`src/rtl/uart_pkg.sv`:
```
// Shared types and defaults for the UART transmit arbiter slice.
package uart_pkg;

    // Arbiter FSM states.
    typedef enum logic [1:0] {
        StIdle,
        StLaunch,
        StWaitDone,
        StRelease
    } uart_arb_state_e;

    localparam int unsigned DefaultNReq          = 4;
    localparam int unsigned DefaultTimeoutCycles = 65535;
    // Wide enough for up to 8 requesters.
    localparam int unsigned GrantIdxW            = 3;

endpackage

```
`src/rtl/rr_arbiter.sv`:
```
// Round-robin selector: finds the first set request at or after last_grant+1, with wrap.
module rr_arbiter
    import uart_pkg::*;
#(
    parameter int unsigned NReq = DefaultNReq
) (
    input  logic [NReq-1:0]      req,
    input  logic [GrantIdxW-1:0] last_grant,
    output logic                 found,
    output logic [GrantIdxW-1:0] idx
);

    logic [2*NReq-1:0] req_dbl;
    logic [2*NReq-1:0] req_rot;
    int unsigned       sum;

    // Rotate so bit 0 is the requester just after last_grant, then take the lowest set bit.
    always_comb begin
        req_dbl = {req, req};
        req_rot = req_dbl >> (32'(last_grant) + 32'd1);
        found   = 1'b0;
        idx     = '0;
        sum     = 0;
        for (int unsigned j = 0; j < NReq; j++) begin
            if (!found && req_rot[j]) begin
                found = 1'b1;
                sum   = 32'(last_grant) + 32'd1 + j;
                if (sum >= NReq) begin
                    sum = sum - NReq;
                end
                idx = GrantIdxW'(sum);
            end
        end
    end

endmodule

```
`src/rtl/uart_tx_arbiter.sv`:
```
// Arbitrates N_REQ byte senders onto one UART transmitter.
// Optional launch timeout is built only when UART_ARB_TIMEOUT_EN is defined.
module uart_tx_arbiter
    import uart_pkg::*;
#(
    parameter int unsigned N_REQ          = DefaultNReq,
    parameter int unsigned TIMEOUT_CYCLES = DefaultTimeoutCycles
) (
    input  logic               clk,
    input  logic               rst_n,
    input  logic [N_REQ-1:0]   req,
    input  logic [8*N_REQ-1:0] req_data,
    output logic [N_REQ-1:0]   ack,
    output logic [N_REQ-1:0]   err,
    output logic [7:0]         uart_data_in,
    output logic               uart_data_in_valid,
    input  logic               uart_busy,
    input  logic               uart_tx,
    output logic [2:0]         grant_id,
    output logic               active
);

    uart_arb_state_e      state_q, state_d;
    logic [7:0]           hold_q, hold_d;
    logic [GrantIdxW-1:0] last_grant_q, last_grant_d;
    logic [GrantIdxW-1:0] grant_id_q, grant_id_d;
    logic                 rr_found;
    logic [GrantIdxW-1:0] rr_idx;
    logic [7:0]           win_byte;
    logic                 timeout;

    rr_arbiter #(
        .NReq (N_REQ)
    ) u_rr_arbiter (
        .req        (req),
        .last_grant (last_grant_q),
        .found      (rr_found),
        .idx        (rr_idx)
    );

    // Select the winning requester's byte for the hold register.
    always_comb begin
        win_byte = '0;
        for (int unsigned i = 0; i < N_REQ; i++) begin
            if (rr_idx == GrantIdxW'(i)) begin
                win_byte = req_data[8*i +: 8];
            end
        end
    end

`ifdef UART_ARB_TIMEOUT_EN
    logic [15:0] tmo_q, tmo_d;

    // Counter sits at zero in IDLE so it is cleared on LAUNCH entry; counts LAUNCH cycles.
    always_comb begin
        tmo_d = tmo_q;
        if (state_q == StIdle) begin
            tmo_d = '0;
        end else if (state_q == StLaunch) begin
            tmo_d = tmo_q + 16'd1;
        end
    end

    // Timeout counter register.
    always_ff @(posedge clk or negedge rst_n) begin
        if (!rst_n) begin
            tmo_q <= '0;
        end else begin
            tmo_q <= tmo_d;
        end
    end

    assign timeout = (state_q == StLaunch) && (tmo_q == 16'(TIMEOUT_CYCLES));
`else
    assign timeout = 1'b0;
`endif

    // Next-state logic; the hold register only loads on grant so data_in stays stable.
    always_comb begin
        state_d            = state_q;
        hold_d             = hold_q;
        last_grant_d       = last_grant_q;
        grant_id_d         = grant_id_q;
        uart_data_in_valid = 1'b0;
        unique case (state_q)
            StIdle: begin
                if (rr_found && !uart_busy) begin
                    hold_d     = win_byte;
                    grant_id_d = rr_idx;
                    state_d    = StLaunch;
                end
            end
            StLaunch: begin
                if (timeout) begin
                    last_grant_d = grant_id_q;
                    state_d      = StIdle;
                end else begin
                    // Held through any UART receive activity until the start bit shows.
                    uart_data_in_valid = 1'b1;
                    if (!uart_tx) begin
                        state_d = StWaitDone;
                    end
                end
            end
            StWaitDone: begin
                if (!uart_busy) begin
                    state_d = StRelease;
                end
            end
            StRelease: begin
                last_grant_d = grant_id_q;
                state_d      = StIdle;
            end
            default: state_d = StIdle;
        endcase
    end

    // State, hold and grant registers.
    always_ff @(posedge clk or negedge rst_n) begin
        if (!rst_n) begin
            state_q      <= StIdle;
            hold_q       <= '0;
            last_grant_q <= GrantIdxW'(N_REQ - 1);
            grant_id_q   <= '0;
        end else begin
            state_q      <= state_d;
            hold_q       <= hold_d;
            last_grant_q <= last_grant_d;
            grant_id_q   <= grant_id_d;
        end
    end

    // One-hot completion pulses decoded from the registered state.
    always_comb begin
        ack = '0;
        err = '0;
        for (int unsigned i = 0; i < N_REQ; i++) begin
            ack[i] = (state_q == StRelease) && (grant_id_q == GrantIdxW'(i));
            err[i] = timeout && (grant_id_q == GrantIdxW'(i));
        end
    end

    assign uart_data_in = hold_q;
    assign grant_id     = grant_id_q;
    assign active       = (state_q != StIdle);

endmodule

```
`config.mk`:
```
export PLATFORM = sky130hd
export DESIGN_NAME = uart_tx_arbiter
export DESIGN_NICKNAME = d
export VERILOG_FILES = /design/src/rtl/uart_pkg.sv /design/src/rtl/rr_arbiter.sv /design/src/rtl/uart_tx_arbiter.sv
export SDC_FILE = /design/constraint.sdc
export NUM_CORES = 1
export LEC_CHECK = 0
export BUFFER_PORTS_ARGS = -buffer_cell sky130_fd_sc_hd__buf_4
export CAP_MARGIN = 20
export CORE_UTILIZATION = 51
export DETAILED_ROUTE_END_ITERATION = 16
export MAX_ROUTING_LAYER = met4
export PLACE_DENSITY = 0.85
export SYNTH_ARGS = -nofsm -noshare
export SYNTH_HDL_FRONTEND = slang
export SYNTH_SLANG_ARGS = --single-unit
```
`constraint.sdc`:
```
create_clock -name clk -period 5.6 [get_ports clk]
set_clock_uncertainty 0.2 [all_clocks]
set_input_delay 0.56 -clock clk [delete_from_list [all_inputs] [get_ports clk]]
set_output_delay 0.56 -clock clk [all_outputs]
set_load 0.05 [all_outputs]
```
==> flow_summary.json <==
{
  "outcome": "finished clean",
  "path_delay_family": "compound AO/OA/AOI/OAI gates",
  "setup_viol": 0,
  "numPlacedInstances": 222,
  "grt_antenna_before_repair": 0,
  "setup-tns-final_ns": 0,
  "synth_top_family_by_area": "multiplexers",
  "ys_warn_count": 0,
  "maxCapViolCount": 0,
  "clk_pin_slew_ns": 0.09,
  "vias": 1335,
  "instances_no_fill": 227,
  "cp.depth": 7,
  "worstReg2RegEnd": "uart_data_in[1]",
  "port_buffers": 56,
  "fin_util_pct": 72.9,
  "synth_area_per_cell_sq_um": 9.96,
  "p_switching_uw": 625,
  "ys_types": 41,
  "cp-start-kind": "flop",
  "hold_viol": 0,
  "core_area_sq_um": 2570,
  "synth_simple_gate_area_share_pct": 16.3,
  "hold_path_class": "flop to flop",
  "arrival_ns": 3.23,
  "synth-xor-area-share_pct": 1.23,
  "dp_hpwl_mm": 2.89,
  "combPwrFrac_pct": 71.5,
  "post-cts-setup-buffers": 0,
  "finalNetCount": 247,
  "grt_util_all_layers_pct": 27.1,
  "synth_area_leaders": "dfrtp_1 25%, mux2i_1 13%, ha_1 7.9%, o221ai_2 7.4%, mux2_2 5.5%",
  "insertion_delay_ns": 0.29,
  "rrSetupSlack_ns": 2.38,
  "p_int_uw": 555,
  "whs_path_depth": 2,
  "synth_seq_cells": 16,
  "drt_iter0_markers": 18,
  "yosysMostFrequentCell": "mux2i_1",
  "crit-reg2reg-launch": "last_grant_q[0]",
  "synthCells": 143,
  "post-route-period-util_pct": 57.5,
  "sw_frac_of_total_pct": 52.9,
  "crit_path_end_kind": "flop",
  "reg2reg_depth": 7,
  "die_x_microns": 54.8,
  "overflow": 0,
  "async_reset_ff_share_pct": 100,
  "p_leak_nw": 0.914,
  "cts_sinks": 16,
  "numCtsBuffers": 3,
  "cp_cell_sequence": "mux2_2 > a2bb2oi_1 > nor2_1 > a22o_1 > a211o_1 > or4_1 > o221ai_2",
  "max_freq_mhz": 310,
  "hold_path_end": "uart_data_in[5]",
  "ant_nets": 0,
  "row_count": 18,
  "power_frac_seq_pct": 22.0,
  "tightest_slew_ns": 0.831,
  "num_io_pins": 61,
  "cp_num_buf_inv": 0,
  "dieArea_sq_um": 3010,
  "p_per_area_nw_per_um2": 631,
  "antenna_cells": 0,
  "ys_seq_area_share_pct": 28.3,
  "start_util_pct": 55.5,
  "synth_common_cells": "19 x mux2i_1, 14 x dfrtp_1, 13 x nand2_1",
  "area_growth_pct": 31.5,
  "min-delay-start": "uart_data_in[5]",
  "syn-cell-area_sq_um": 1420,
  "cts_buffer_depth": 2,
  "ir_drop_mv": 0.461,
  "yosysTopAreaCell": "dfrtp_1",
  "synthFlopType": "dfrtp_1",
  "crit_path_max_fanout": 13,
  "cts_tree": "done",
  "period_needed_ns": 3.22,
  "drt-pass1-iter-count": 4,
  "htreeDepth": 1,
  "worst_path_largest_cell_delay_ns": 0.70,
  "synthMuxAreaShare_pct": 20.5,
  "synth_edf_count": 0,
  "rsz0062_at_grt": "false",
  "p_clk_share_pct": 6.5,
  "grt_max_degree": 18,
  "drcViolationCount": 0,
  "cts-root-buf": "clkbuf_4",
  "die_h_microns": 54.8,
  "cp_data_required_time_ns": 5.60,
  "relSlewSlack_pct": 44.6,
  "synth_top_cell_area_share_pct": 24.6,
  "drv_slew": 0,
  "gp_congestion": 0.848,
  "routed_via_density": 5.88,
  "synthAdderAreaFrac_pct": 7.91,
  "avgRoutedWirePerCell_microns": 15.7,
  "path_class": "flop to flop",
  "grt_pass1_wl_mm": 5.59,
  "drive_above_1_share_pct": 39.6,
  "wl_mm": 3.56,
  "synth_compound_area_share_pct": 18.9,
  "cp_slowest_cell": "dfstp_2",
  "grt_pass1_vias": 1248
}
## placed cells by master (no fill, tap or decap), types with 2 or more instances in the layout
cell and count:
clkbuf_4 3, and2_1 3, nor2_1 6, nor2b_1 2, a31oi_1 2, mux2_2 7
nand2_1 13, dfrtp_1 14, nor3_1 4, inv_1 7, nor4b_1 2, o221ai_2 7
xor2_1 2, nor3b_1 2, buf_4 56, o21ai_0 5, mux2i_1 19, a21oi_1 4
nor4bb_1 2, conb_1 4, dfstp_2 2, ha_1 9, and4_1 2, a22o_1 2
or4_1 2
## logic make-up (layout without fill, tap and decap cells)
kind of cell / count (synthesis) / count (layout)
adder cells (fa/ha/maj): 9 / 9
buffers and inverters: 17 / 68
flip-flops: 16 / 16
other: 1 / 4
AND/OR/NAND/NOR: 42 / 42
multiplexers: 27 / 27
AO/OA/AOI/OAI: 29 / 29
XOR/XNOR: 2 / 2
## stage by stage
step	worst slack [ns]	power, mW	hold WS, ns	cell area (sq um)
2_1_floorplan	2.51	0.909	0.0644	1440
3_3_place_gp	2.46	1.08	0.228	1830
3_5_place_dp	2.38	1.11	0.231	1830
4_1_cts	2.37	1.19	0.315	1870
5_1_grt	2.20	1.27	0.346	1870
6_report	2.38	1.18	0.309	1870
## worst max-delay path by stage
stage / start / endpoint / slack (ns)
after floorplan: grant_id[0] / ack[0] / 2.51
after global placement: last_grant_q[0] / uart_data_in[2] / 2.46
after detailed placement: last_grant_q[1] / uart_data_in[1] / 2.38
after CTS: last_grant_q[1] / uart_data_in[4] / 2.37
after global routing: last_grant_q[1] / uart_data_in[5] / 2.20
final: last_grant_q[0] / uart_data_in[1] / 2.38
## power groups by stage
stage | registers (mW) | logic, mW | clock network [mW]
after floorplan | 0.357 | 0.553 | 0
after global placement | 0.253 | 0.827 | 0
after detailed placement | 0.259 | 0.847 | 0
after CTS | 0.259 | 0.849 | 0.0777
after global routing | 0.269 | 0.916 | 0.0854
final | 0.260 | 0.844 | 0.0765
## state kept, by name (all words and copies together), names as in the netlist
register / cells
last_grant_q: 3
uart_data_in: 8
state_q: 2
grant_id: 3
## worst reg2reg max path: cells and delay by family (launching register included)
kind               cells  cell delay, ns
AOI/OAI and AO/OA      4            1.11
and+or+nand+nor        2            0.71
DFF                    1            0.70
muxes                  1            0.42
## cell type report
type | instances | area, sq um
Clock buffer | 4 | 36.3
Fill cell | 204 | 696
Inverter | 7 | 26.3
Multi-Input combinational cell | 113 | 938
Sequential cell | 16 | 403
Tap cell | 30 | 37.5
Timing Repair Buffer | 57 | 430
## metal layers
| metal | track usage (%) | vias to the layer above | wire [microns] |
|---|---|---|---|
| met5 | - | - | 0 |
| met2 | 44.8 | 53 | 1830 |
| met3 | 4.72 | 4 | 186 |
| li1 | - | 640 | - |
| met1 | 34.0 | 638 | 1530 |
| met4 | 6.84 | 0 | 19 |
## what timing repair did
action | in CTS | in global routing
endpoints found under the hold margin | 14 | 0
endpoints found under the setup margin | 0 | 0
resized for setup | 0 | 0
hold buffers | 1 | 0
(Power assumes the default switching activity.)
